--- src/rtl/truth_table_sweeper_if.sv ---
// Bundle between the start/status controller, the swept DUT and truth_table_sweeper.
interface truth_table_sweeper_if #(
  parameter int unsigned N_IN    = 3,
  parameter int unsigned DWELL_W = 4
);
  localparam int unsigned T = 1 << N_IN;

  logic               start;
  logic [DWELL_W-1:0] dwell;
  logic [T-1:0]       expected;
  logic [N_IN-1:0]    vec_out;
  logic               f_in;
  logic               busy;
  logic               done;
  logic               pass;
  logic [T-1:0]       table_out;
  logic [N_IN:0]      mismatch_cnt;

  modport master (
    output start, dwell, expected, f_in,
    input  vec_out, busy, done, pass, table_out, mismatch_cnt
  );

  modport slave (
    input  start, dwell, expected, f_in,
    output vec_out, busy, done, pass, table_out, mismatch_cnt
  );
endinterface

--- src/rtl/truth_table_sweeper.sv ---
// Walks all 2^N_IN input vectors with a programmable dwell, captures and checks the truth table.
// Optional macro TTS_STOP_ON_FAIL_EN ends the sweep on the first mismatching sample.
module truth_table_sweeper #(
  parameter int unsigned N_IN    = 3,
  parameter int unsigned DWELL_W = 4
) (
  input logic                   clk,
  input logic                   rst,
  truth_table_sweeper_if.slave  bus
);
  localparam int unsigned T = 1 << N_IN;

  typedef enum logic [1:0] {S_IDLE, S_DRIVE, S_DONE} state_e;

  state_e             state_q, state_d;
  logic [N_IN-1:0]    vec_q, vec_d;
  logic [DWELL_W-1:0] cnt_q, cnt_d;
  logic [DWELL_W-1:0] dwell_q, dwell_d;
  logic [T-1:0]       exp_q, exp_d;
  logic [T-1:0]       table_q, table_d;
  logic [N_IN:0]      mcnt_q, mcnt_d;
  logic               pass_q, pass_d;
  logic               mis;
  logic               last;

  always_ff @(posedge clk) begin
    if (rst) begin
      state_q <= S_IDLE;
      vec_q   <= '0;
      cnt_q   <= '0;
      dwell_q <= '0;
      exp_q   <= '0;
      table_q <= '0;
      mcnt_q  <= '0;
      pass_q  <= 1'b0;
    end else begin
      state_q <= state_d;
      vec_q   <= vec_d;
      cnt_q   <= cnt_d;
      dwell_q <= dwell_d;
      exp_q   <= exp_d;
      table_q <= table_d;
      mcnt_q  <= mcnt_d;
      pass_q  <= pass_d;
    end
  end

  always_comb begin
    state_d = state_q;
    vec_d   = vec_q;
    cnt_d   = cnt_q;
    dwell_d = dwell_q;
    exp_d   = exp_q;
    table_d = table_q;
    mcnt_d  = mcnt_q;
    pass_d  = pass_q;
    mis     = 1'b0;
    last    = 1'b0;
    unique case (state_q)
      S_IDLE: begin
        if (bus.start) begin
          dwell_d = bus.dwell;
          exp_d   = bus.expected;
          table_d = '0;
          mcnt_d  = '0;
          pass_d  = 1'b0;
          vec_d   = '0;
          cnt_d   = '0;
          state_d = S_DRIVE;
        end
      end
      S_DRIVE: begin
        if (cnt_q != dwell_q) begin
          cnt_d = cnt_q + 1'b1;
        end else begin
          // end of hold: capture the DUT response for the current vector
          cnt_d          = '0;
          table_d[vec_q] = bus.f_in;
          mis            = bus.f_in != exp_q[vec_q];
          if (mis) mcnt_d = mcnt_q + 1'b1;
`ifdef TTS_STOP_ON_FAIL_EN
          last = (&vec_q) | mis;
`else
          last = &vec_q;
`endif
          if (last) begin
            vec_d   = '0;
            pass_d  = (mcnt_d == '0);
            state_d = S_DONE;
          end else begin
            vec_d = vec_q + 1'b1;
          end
        end
      end
      S_DONE:  state_d = S_IDLE;
      default: state_d = S_IDLE;
    endcase
  end

  // status outputs decode straight from registered state
  assign bus.vec_out      = vec_q;
  assign bus.busy         = (state_q == S_DRIVE);
  assign bus.done         = (state_q == S_DONE);
  assign bus.pass         = pass_q;
  assign bus.table_out    = table_q;
  assign bus.mismatch_cnt = mcnt_q;
endmodule

--- src/flat_wrapper.sv ---
// flat-port wrapper written by rule: the top's interface ports become plain ports
module truth_table_sweeper_flat 
#(
  parameter int unsigned N_IN    = 3,
  parameter int unsigned DWELL_W = 4
)
  (clk, rst, bus_start, bus_dwell, bus_expected, bus_f_in, bus_vec_out, bus_busy, bus_done, bus_pass, bus_table_out, bus_mismatch_cnt);
  truth_table_sweeper_if #(.N_IN(N_IN), .DWELL_W(DWELL_W)) bus_i ();
  input logic clk;
  input logic rst;
  input wire logic [$bits(bus_i.start)-1:0] bus_start;
  input wire logic [$bits(bus_i.dwell)-1:0] bus_dwell;
  input wire logic [$bits(bus_i.expected)-1:0] bus_expected;
  input wire logic [$bits(bus_i.f_in)-1:0] bus_f_in;
  output wire logic [$bits(bus_i.vec_out)-1:0] bus_vec_out;
  output wire logic [$bits(bus_i.busy)-1:0] bus_busy;
  output wire logic [$bits(bus_i.done)-1:0] bus_done;
  output wire logic [$bits(bus_i.pass)-1:0] bus_pass;
  output wire logic [$bits(bus_i.table_out)-1:0] bus_table_out;
  output wire logic [$bits(bus_i.mismatch_cnt)-1:0] bus_mismatch_cnt;
  assign bus_i.start = bus_start;
  assign bus_i.dwell = bus_dwell;
  assign bus_i.expected = bus_expected;
  assign bus_i.f_in = bus_f_in;
  assign bus_vec_out = bus_i.vec_out;
  assign bus_busy = bus_i.busy;
  assign bus_done = bus_i.done;
  assign bus_pass = bus_i.pass;
  assign bus_table_out = bus_i.table_out;
  assign bus_mismatch_cnt = bus_i.mismatch_cnt;
  truth_table_sweeper #(.N_IN(N_IN), .DWELL_W(DWELL_W)) u_core (.clk(clk), .rst(rst), .bus(bus_i));
endmodule
--- config.mk ---
export PLATFORM = sky130hd
export DESIGN_NAME = truth_table_sweeper_flat
export DESIGN_NICKNAME = d
export VERILOG_FILES = /design/src/rtl/truth_table_sweeper_if.sv /design/src/rtl/truth_table_sweeper.sv /design/src/flat_wrapper.sv
export SDC_FILE = /design/constraint.sdc
export NUM_CORES = 1
export LEC_CHECK = 0
export CAP_MARGIN = 10
export CORE_UTILIZATION = 47
export CTS_BUF_LIST = sky130_fd_sc_hd__clkbuf_8
export CTS_CLUSTER_SIZE = 12
export DETAILED_ROUTE_END_ITERATION = 16
export HOLD_SLACK_MARGIN = 0.15
export PLACE_DENSITY = 0.78
export SETUP_SLACK_MARGIN = 0.1
export SLEW_MARGIN = 5
export SYNTH_ARGS = -nofsm -noshare
export SYNTH_HDL_FRONTEND = slang
export SYNTH_SLANG_ARGS = --single-unit
--- constraint.sdc ---
create_clock -name clk -period 1.6 [get_ports clk]
set_input_delay 0.32 -clock clk [delete_from_list [all_inputs] [get_ports clk]]
set_output_delay 0.32 -clock clk [all_outputs]
set_load 0.05 [all_outputs]
==> results of run 1 <==
-- final cells by class --
class / instances / area [um^2] / share of cell area [%]
Clock buffer: 6 / 82.58 / 3.357
Clock inverter: 2 / 8.758 / 0.3561
Inverter: 5 / 18.77 / 0.7630
Sequential cell: 34 / 695.7 / 28.28
Tap cell: 46 / 57.56 / 2.340
Multi-Input combinational cell: 155 / 1003 / 40.79
Timing Repair Buffer: 58 / 593.1 / 24.11
-- path summary, 6_finish.rpt --
path	slack, ns	cells past startpoint	endpoint	from
setup reg to reg	-0.11	5	u_core.bus.pass$_SDFFE_PP0P_	u_core.bus.vec_out[0]$_SDFFE_PP0P_
hold reg to reg	0.46	2	u_core.exp_q[3]$_SDFFE_PP0P_	u_core.exp_q[3]$_SDFFE_PP0P_
setup / recovery	-0.11	5	u_core.bus.pass$_SDFFE_PP0P_	u_core.bus.vec_out[0]$_SDFFE_PP0P_
hold / removal	0.46	2	u_core.exp_q[3]$_SDFFE_PP0P_	u_core.exp_q[3]$_SDFFE_PP0P_
-- layer usage --
layer	up-vias	share of wire [%]	global-route usage, %
met5	-	0	0
met4	0	1.9	10.16
met3	7	3.7	7.773
met2	35	50	36.25
met1	758	44	29.10
li1	825	-	-
-- state kept, by name, summed over array words and instances (netlist names) --
register	count
u_core.bus.table_out	8
u_core.exp_q	8
u_core.bus.mismatch_cnt	4
u_core.cnt_q	4
u_core.dwell_q	4
u_core.bus.vec_out	3
u_core.state_q	2
u_core.bus.pass	1
-- cell families after synthesis --
kind of cell,share of synthesized area (%)
buffers and inverters,4.575
XOR/XNOR,3.676
AO/OA/AOI/OAI,21.23
AND/OR/NAND/NOR,22.21
adder cells (fa/ha/maj),3.001
flip-flops,40.81
multiplexers,4.501
-- metrics by stage --
| stage | std cells | power (uW) | setup WS, ns |
|---|---|---|---|
| after CTS | 306 | 2078 | -0.1114 |
| after global routing | 306 | 2201 | -0.1978 |
| after floorplan | 207 | 1209 | -0.1738 |
| after detailed placement | 297 | 1403 | -0.1855 |
| after global placement | 297 | 1396 | -0.06985 |
| final | 306 | 2095 | -0.1128 |
-- power by group through the flow --
stage	Clock, uW	Combinational [uW]	Sequential [uW]
after floorplan	0	259	950
after global placement	0	471	926
after detailed placement	0	477	926
after CTS	675	492	910
after global routing	717	567	917
final	656	526	913
-- timing repair --
item,in CTS,in global routing
resized for setup,4,19
endpoints found under the setup margin,9,16
buffers inserted,1,0
pin swaps,3,3
-- layout by cell type, fill, tap and decap left out, types with 2 or more instances in the layout --
cell                              synthesis  final
sky130_fd_sc_hd__a21oi_1                 36     34
sky130_fd_sc_hd__a21oi_2                  0      2
sky130_fd_sc_hd__a31oi_1                  3      3
sky130_fd_sc_hd__buf_12                   0      9
sky130_fd_sc_hd__buf_4                    0     32
sky130_fd_sc_hd__buf_6                    1      2
sky130_fd_sc_hd__clkbuf_8                 0      6
sky130_fd_sc_hd__clkdlybuf4s50_1          0     15
sky130_fd_sc_hd__dfxtp_1                 34     26
sky130_fd_sc_hd__dfxtp_2                  0      6
sky130_fd_sc_hd__dfxtp_4                  0      2
sky130_fd_sc_hd__ha_1                     4      4
sky130_fd_sc_hd__inv_1                    4      5
sky130_fd_sc_hd__mux2i_1                  6      3
sky130_fd_sc_hd__mux2i_2                  0      3
sky130_fd_sc_hd__nand2_1                 34     32
sky130_fd_sc_hd__nand2_2                  0      2
sky130_fd_sc_hd__nand2b_1                 3      2
sky130_fd_sc_hd__nand3_1                  5      5
sky130_fd_sc_hd__nand3b_1                 2      2
sky130_fd_sc_hd__nand4_1                  6      6
sky130_fd_sc_hd__nor2_1                  14     14
sky130_fd_sc_hd__nor2b_1                  3      3
sky130_fd_sc_hd__o211ai_1                 2      2
sky130_fd_sc_hd__o21ai_1                 12     10
sky130_fd_sc_hd__o21ai_2                  0      2
sky130_fd_sc_hd__or3_1                    3      2
sky130_fd_sc_hd__xnor2_1                  6      3
sky130_fd_sc_hd__xnor2_2                  0      3
-- worst min-delay path, delay by kind of cell (launching register included) --
kind | cells | cell delay, ns
flip-flops | 1 | 0.31
AO/OA/AOI/OAI | 1 | 0.05
AND/OR/NAND/NOR | 1 | 0.05
==> results summary, run 1 <==
The number of detailed-route iterations in the first pass came out at 4. The peak supply drop is between 0.8 and 0.9 mV. Across all setup checks in the final design, the least slack found is -0.1128 ns. The slowest library cell on the worst path is sky130_fd_sc_hd__dfxtp_4. The number of nets in the synthesized netlist is 227. Setup repair after global routing could not meet its margin everywhere.

The clock arrives with between 0.004 and 0.005 ns of skew. The count of filler cells inserted in the layout is 259. The count of buffering cells on the critical path with inverters included came out at 0. The distinct cell type count after synthesis came out at 38.

The TritonCTS clock tree is yes. After routing the design area is between 2000 and 2500 um^2. The number of I/O port buffers came out at 33. The setup violation total in the final timing report came out at 5. The power per unit of standard cell area is around 850 nW/um^2. The maximum number of buffers from clock root to sink is 2.

Using the TritonRoute via totals, the vias-per-cell ratio works out to about 5.3. The tightest slew margin relative to the limit is slightly below 70%. The layout cell share with drive strength beyond 1 came out at between 30% and 40%.

The tree is rooted in a sky130_fd_sc_hd__clkbuf_8. Entering global routing, the biggest net connects 14 pins. After synthesis the cells add up to between 1500 and 2000 um^2. The post-placement cell area is approximately 2300 um^2.

The cell type contributing the most total cell area after synthesis is sky130_fd_sc_hd__dfxtp_1. The post-detailed-route DRC marker count is 0. The H-tree generated during clock tree synthesis spans 2 levels. The overall die area is about 3800 um^2.

The antenna violation net count after detailed routing is 0. The post-layout net count is 279. A synthesized cell averages a little over 8 um^2. The signal on the critical path passes through mux2_4 > o211ai_4 > mux2i_2 > mux2i_1 > o31ai_2. The number of cells produced by synthesis came out at 207. Yosys attributes the largest share of cell area to sky130_fd_sc_hd__dfxtp_1, sky130_fd_sc_hd__a21oi_1, sky130_fd_sc_hd__nand2_1, sky130_fd_sc_hd__mux2i_1, sky130_fd_sc_hd__o21ai_1. The min-delay analysis places its worst path in the category reg2reg. The area growth from synthesis to layout is 47.49%. The switching power share of the total came out at between 30% and 40%. Counting instances in the post-synthesis netlist gives the leading cell types as sky130_fd_sc_hd__a21oi_1, sky130_fd_sc_hd__dfxtp_1, sky130_fd_sc_hd__nand2_1. The power spent charging and discharging nets is 637.8 uW. The type of the setup path with the least slack is reg2reg.

The shortest clock period the worst path allows after layout is roughly 1.7 ns. Cell internal power was estimated by the tool at between 1000 and 1500 uW. The final weighted congestion in routability-driven placement is 0.8287. The kind of cell adding the most delay to the critical path is multiplexers. STA puts the critical path data arrival time at 1.89 ns. Hold timing on the final database bottoms out at a slack of between 0.4 and 0.5 ns. The combinational group share of total power came out at about a quarter. The warning count from the yosys run came out at 0. For the worst setup path, the data required time is between 1.5 and 2 ns. STA classifies the critical path startpoint as a flip-flop.

The most used flip-flop cell after synthesis is sky130_fd_sc_hd__dfxtp_1. The global-route wire length before repair is 6.216 mm. The width of the die is roughly 62 um. The clock latency reported for the late side of the worst-skew pair is a little under 0.3 ns. Global routing used between 20% and 30% of the available tracks across all layers. The number of global-route vias before repair is 1351. The worst setup path is captured at a flip-flop. Wires add up to 4.008 mm.

Counting the buffers created by CTS gives 5. The remaining global-route overflow came out at 0. The async set-reset flop share out of synthesis is 0%. The achievable frequency came out at roughly 580 MHz. The final worst-path cycle share came out at 107.1%. The CTS clock-pin slew for the worst setup and hold paths is 0.07 ns.

The max-slew violation count is 0. Once the floorplan was initialized, standard cells occupied approximately half of the core. The largest single stage delay on the critical path is around 0.40 ns. The share of the Yosys chip area taken by registers is about two fifths. The final number of hold-violating endpoints is 0.

The number of enable-type register cells in the synthesized netlist came out at 0. The maximum net fanout on the critical path is 6. For this design the top-level I/O count stands at 34. The repair_antennas step left the layout with diodes totalling 0. The row count came out at 21. Yosys instantiated no cell more often than sky130_fd_sc_hd__a21oi_1.

The clock share of power came out at between 30% and 40%. The slew at the pin with the worst max-slew slack came out at 0.4816 ns. Across all layers, the routed design uses 1625 vias.

The run finished, with violations left. The wire-length estimate of the detail-placed layout is 2.705 mm. The number of sinks on the clock net came out at 34. In this run the biggest area consumer among cell types represents roughly 41% of the synthesized area. The die is around 60 um tall. The checks that failed: negative setup slack. The number of antenna violations at the first check in global routing came out at 0. The cell leakage power is about 0.00095 uW.

The detail-routed net length per standard cell came out at about 13 um. The total of max-cap violations is 0. After synthesis the netlist holds a flip-flop and latch count of 34. In this run, flip-flops and latches consume roughly 44% of the power. Cells fill between 70% and 80% of the core in the end. The number of buffers added to fix hold violations after cts came out at 0. The core outline area came out at 3363 um^2. The sum of negative setup slack came out at -0.3216 ns. The first-iteration detailed-routing DRC count came out at approximately 130.
No activity file was read; power rests on OpenSTA's default activity.
==> inputs of run 2 (changes only) <==
--- a/config.mk
+++ b/config.mk
@@ -10,6 +10,7 @@
 export CTS_BUF_LIST = sky130_fd_sc_hd__clkbuf_8
 export CTS_CLUSTER_SIZE = 12
 export DETAILED_ROUTE_END_ITERATION = 16
+export GPL_ROUTABILITY_DRIVEN = 0
 export HOLD_SLACK_MARGIN = 0.15
 export PLACE_DENSITY = 0.78
 export SETUP_SLACK_MARGIN = 0.1
==> results of run 2 <==
Same layout as run 1: the final DEF is identical, and so are final timing and power.
==> edit 1 (settings of run 1) <==
Reset style: asynchronous (`rst`), changed in one clocked block.
--- a/src/rtl/truth_table_sweeper.sv
+++ b/src/rtl/truth_table_sweeper.sv
@@ -23,7 +23,7 @@
   logic               mis;
   logic               last;
 
-  always_ff @(posedge clk) begin
+  always_ff @(posedge clk or posedge rst) begin
     if (rst) begin
       state_q <= S_IDLE;
       vec_q   <= '0;
Behaviour: differs if rst is asserted again (counterexample within 4 cycles, from zero or initial values and one cycle with rst high); with rst held inactive, the same outputs for 10 cycles.
==> edit 1 against run 1 <==
The run still ends with setup timing left; critical path depth increased by 1; design area increased by 11%; sequential cell count unchanged; utilization increased by 5.9 points; setup slack got worse by 0.12 ns; wire length increased by 11%; synthesized area increased by 4.5%; synthesized cell count decreased by 7.2%.
Power is not compared: it rests on default switching activity, and its combinational part moved more than twofold at a synthesized area within 25%.
==> edit 1: results (changes against run 1) <==
| Metric | Value |
|---|---|
| GR met1 Demand/Resource | 30.5% (+1.4 points) |
| Failing checks | setup timing |
| Routability cong. | 0.817 (-1.4%) |
| Met2 Usage GRT | 40.2% (+3.9 points) |
| Status | finished with violations |
| Detailed Place HPWL | 2.62 mm (-3.1%) |
| Met3 GRT Util | 5.66% (-2.1 points) |
| Worst r2r path cells | 6 (+1) |
| Synth top area cells | dfrtp_1 49%, nand2_1 9.9%, o21ai_0 5.7%, nor2_1 3.9%, ha_1 2.9% |
| First DRT Iteration DRCs | 152 (+13%) |
| Seq/total area | 31.4% (+3.1 points) |
| Dpl cell area | 0.00237 mm^2 (+4.8%) |
| Worst setup margin | -0.231 ns (-0.118 ns) |
| Crit Reg-Reg Endpoint | u_core.bus.pass |
| Non-CTS inverters | 8 (+3) |
| Synth Flop Type | dfrtp_1 |
| Hold Path Class | in2async |
| Synth cell types | 34 (-11%) |
| R2R Path Start | u_core.bus.vec_out[0] |
| Synth Area in XOR/XNOR | 4.59% (+0.92 points) |
| Sequential-to-total area share from yosys stat | 48.8% (+8.0 points) |
| Final setup violation count | 6 (+1) |
| Post-synthesis mux area share | 5.53% (+1.0 points) |
| Commonest cells in the netlist | 46 x nand2_1, 34 x dfrtp_1, 20 x o21ai_0 |
| Die ar. | 0.00396 mm^2 (+4.4%) |
| Clk_skew | 0.0110 ns (+0.00613 ns) |
| First-pass GRT wire length | 7.35 mm (+18%) |
| Drt via density | 5.33 (+0.31%) |
| Signal buffers share of area | 26.3% (+2.1 points) |
| Nonclk buf count | 70 (+21%) |
| Fill cells | 206 (-20%) |
-- edit 1: worst max-delay path, cell delays in order, from the launching register on --
cell and delay [ns]:
dfrtp_2 0.45, mux2_4 0.22, o22ai_2 0.06, a221o_2 0.37
xnor2_4 0.25, mux2i_2 0.29, o31ai_2 0.09
-- edit 1: repair_timing --
item                                    in CTS  in global routing
cloned                                       1                  0
endpoints found under the setup margin      15                 21
gates resized for setup                     29                 28
setup buffers                                6                  4
pin swaps                                   11                 18
-- edit 1: per-layer routing --
metal  share of wire, %  up-vias
met1                 42      775
met4                2.5        0
met5                  0        -
met3                5.4       13
met2                 50       60
li1                   -      782
-- edit 1: worst max path at each step --
stage	start	endpoint	slack [ns]	cells past startpoint
4_1_cts	u_core.bus.vec_out[0]	u_core.bus.pass	-0.21	6
5_1_grt	u_core.bus.vec_out[0]	u_core.bus.mismatch_cnt[3]	-0.29	6
6_report	u_core.bus.vec_out[0]	u_core.bus.pass	-0.23	6
2_1_floorplan	u_core.bus.vec_out[0]	u_core.bus.pass	-0.39	7
3_5_place_dp	u_core.bus.vec_out[0]	u_core.bus.pass	-0.22	6
3_3_place_gp	u_core.bus.vec_out[0]	u_core.bus.pass	-0.18	6
-- edit 1: power by group --
part           leakage, uW  total (uW)  internal, uW  switching (uW)
logic             0.000786        3130          1460            1670
registers         0.000430        1360          1120             242
clock network    0.0000524         655           341             314
-- edit 1: stage by stage --
step                setup WS (ns)  instances  setup TNS [ns]
global placement           -0.180        287          -0.659
global route               -0.288        306           -1.64
detailed placement         -0.215        287          -0.777
finish                     -0.231        306          -0.804
CTS                        -0.207        302          -0.744
floorplan                  -0.388        192           -1.66
==> edit 2 (settings of run 1) <==
Without the edit above. `DWELL_W` is set to 4 in 3 places; all go to 6.
--- a/src/rtl/truth_table_sweeper_if.sv
+++ b/src/rtl/truth_table_sweeper_if.sv
@@ -1,7 +1,7 @@
 // Bundle between the start/status controller, the swept DUT and truth_table_sweeper.
 interface truth_table_sweeper_if #(
   parameter int unsigned N_IN    = 3,
-  parameter int unsigned DWELL_W = 4
+  parameter int unsigned DWELL_W = 6
 );
   localparam int unsigned T = 1 << N_IN;
 
--- a/src/rtl/truth_table_sweeper.sv
+++ b/src/rtl/truth_table_sweeper.sv
@@ -2,7 +2,7 @@
 // Optional macro TTS_STOP_ON_FAIL_EN ends the sweep on the first mismatching sample.
 module truth_table_sweeper #(
   parameter int unsigned N_IN    = 3,
-  parameter int unsigned DWELL_W = 4
+  parameter int unsigned DWELL_W = 6
 ) (
   input logic                   clk,
   input logic                   rst,
--- a/src/flat_wrapper.sv
+++ b/src/flat_wrapper.sv
@@ -2,7 +2,7 @@
 module truth_table_sweeper_flat 
 #(
   parameter int unsigned N_IN    = 3,
-  parameter int unsigned DWELL_W = 4
+  parameter int unsigned DWELL_W = 6
 )
   (clk, rst, bus_start, bus_dwell, bus_expected, bus_f_in, bus_vec_out, bus_busy, bus_done, bus_pass, bus_table_out, bus_mismatch_cnt);
   truth_table_sweeper_if #(.N_IN(N_IN), .DWELL_W(DWELL_W)) bus_i ();
Interface: changed (resized bus_dwell); port bits go from 34 to 36. The function was not compared with the original's and may differ.
==> edit 2 against run 1 <==
The flow still finishes with violations (setup timing); fmax shrank 4.8%; non-clock buffer count grew 15; die area grew 18%; wire length grew 33%; setup slack lost 0.087 ns; total power grew 12%; synthesized area grew 19%; global-route usage grew 2.0 points; sequential cell count grew 4; design area grew 25%; critical path depth grew 2.
==> edit 2: results (changes against run 1) <==
| Metric | Value |
|---|---|
| Routability cong. | 0.805 (-2.9%) |
| Final setup violation count | 11 (+6) |
| P_leak | 0.00121 uW (+27%) |
| Post-CTS Resized | 30 (+26) |
| Worst r2r path cells | 7 (+2) |
| Signal buffers share of area | 24.2% (+0.049 points) |
| DP Cell Count | 350 (+18%) |
| Crit path buf inv count | 1 (+1) |
| Slew headroom | 72.0% (+4.2 points) |
| Total number of clock tree sinks | 38 (+12%) |
| Sequential-to-total area share from yosys stat | 38.3% (-2.5 points) |
| Status | finished with violations |
| Number of global-route vias before repair | 1932 (+43%) |
| Synth Area in XOR/XNOR | 4.29% (+0.61 points) |
| Hold_sp | u_core.exp_q[5] |
| Port Buf Inserts | 35 (+6.1%) |
| Routed via count | 1977 (+22%) |
| Setup Buffers After CTS | 4 (+3) |
| Dpl cell area | 0.00273 mm^2 (+21%) |
| Area grow syn2layout | 55.5% |
| Detailed Place HPWL | 3.48 mm (+29%) |
| Pin count of the biggest net entering global routing | 19 (+5) |
| Multi-input combinational area share | 44.8% (+4.0 points) |
| Clk_skew | 0.0109 ns (+0.00609 ns) |
| Synth Area in Compound Gates | 13.2% (-8.0 points) |
| Avg Inst Size Synth | 8.17 um^2 (+1.4%) |
| Failing checks | setup timing |
| Synth cell types | 44 (+16%) |
| Crit path max-delay family | simple AND/OR/NAND/NOR gates |
| Fin cells | 362 (+18%) |
| First DRT Iteration DRCs | 89 (-34%) |
| Length of routed wiring on met1 | 2.22 mm (+25%) |
| Synth top area cells | dfxtp_1 38%, nand2_1 8.5%, a21oi_1 7.3%, mux2i_1 6.6%, nor2_1 4.5% |
| Peak VDD IR | 0.000678 V (-16%) |
| Net Sw Frac | 30.4% (-0.046 points) |
| Seq/total area | 25.5% (-2.8 points) |
| Post-synthesis mux area share | 7.69% (+3.2 points) |
| Worst setup margin | -0.200 ns (-0.0869 ns) |
| Met3 GRT Util | 5.31% (-2.5 points) |
| First-pass GRT wire length | 8.40 mm (+35%) |
| Net Count, Synth | 265 (+17%) |
| Drt total wl | 5.32 mm (+33%) |
## edit 2: worst max path at each step
stage | end | start | cells after the start | slack [ns]
after detailed placement | u_core.bus.table_out[3] | bus_start | 8 | -0.35
after floorplan | u_core.bus.pass | u_core.bus.vec_out[0] | 6 | -0.16
after global placement | u_core.bus.table_out[2] | bus_start | 7 | -0.30
after CTS | u_core.bus.pass | u_core.bus.vec_out[0] | 7 | -0.16
after global routing | u_core.bus.pass | u_core.bus.vec_out[0] | 7 | -0.28
final | u_core.bus.mismatch_cnt[3] | u_core.bus.vec_out[0] | 7 | -0.20
## edit 2: tightest hold or removal path: cells and delay by family, from the launching register on
kind             cells  cell delay [ns]
AO/OA/AOI/OAI        1             0.05
AND/OR/NAND/NOR      1             0.05
flip-flops           1             0.31
## edit 2: power by group through the flow
stage	combinational, uW	clock, uW	sequential, uW
2_1_floorplan	264	0	1050
3_3_place_gp	504	0	1020
3_5_place_dp	517	0	1030
4_1_cts	595	684	1010
5_1_grt	691	730	1010
6_report	647	682	1010
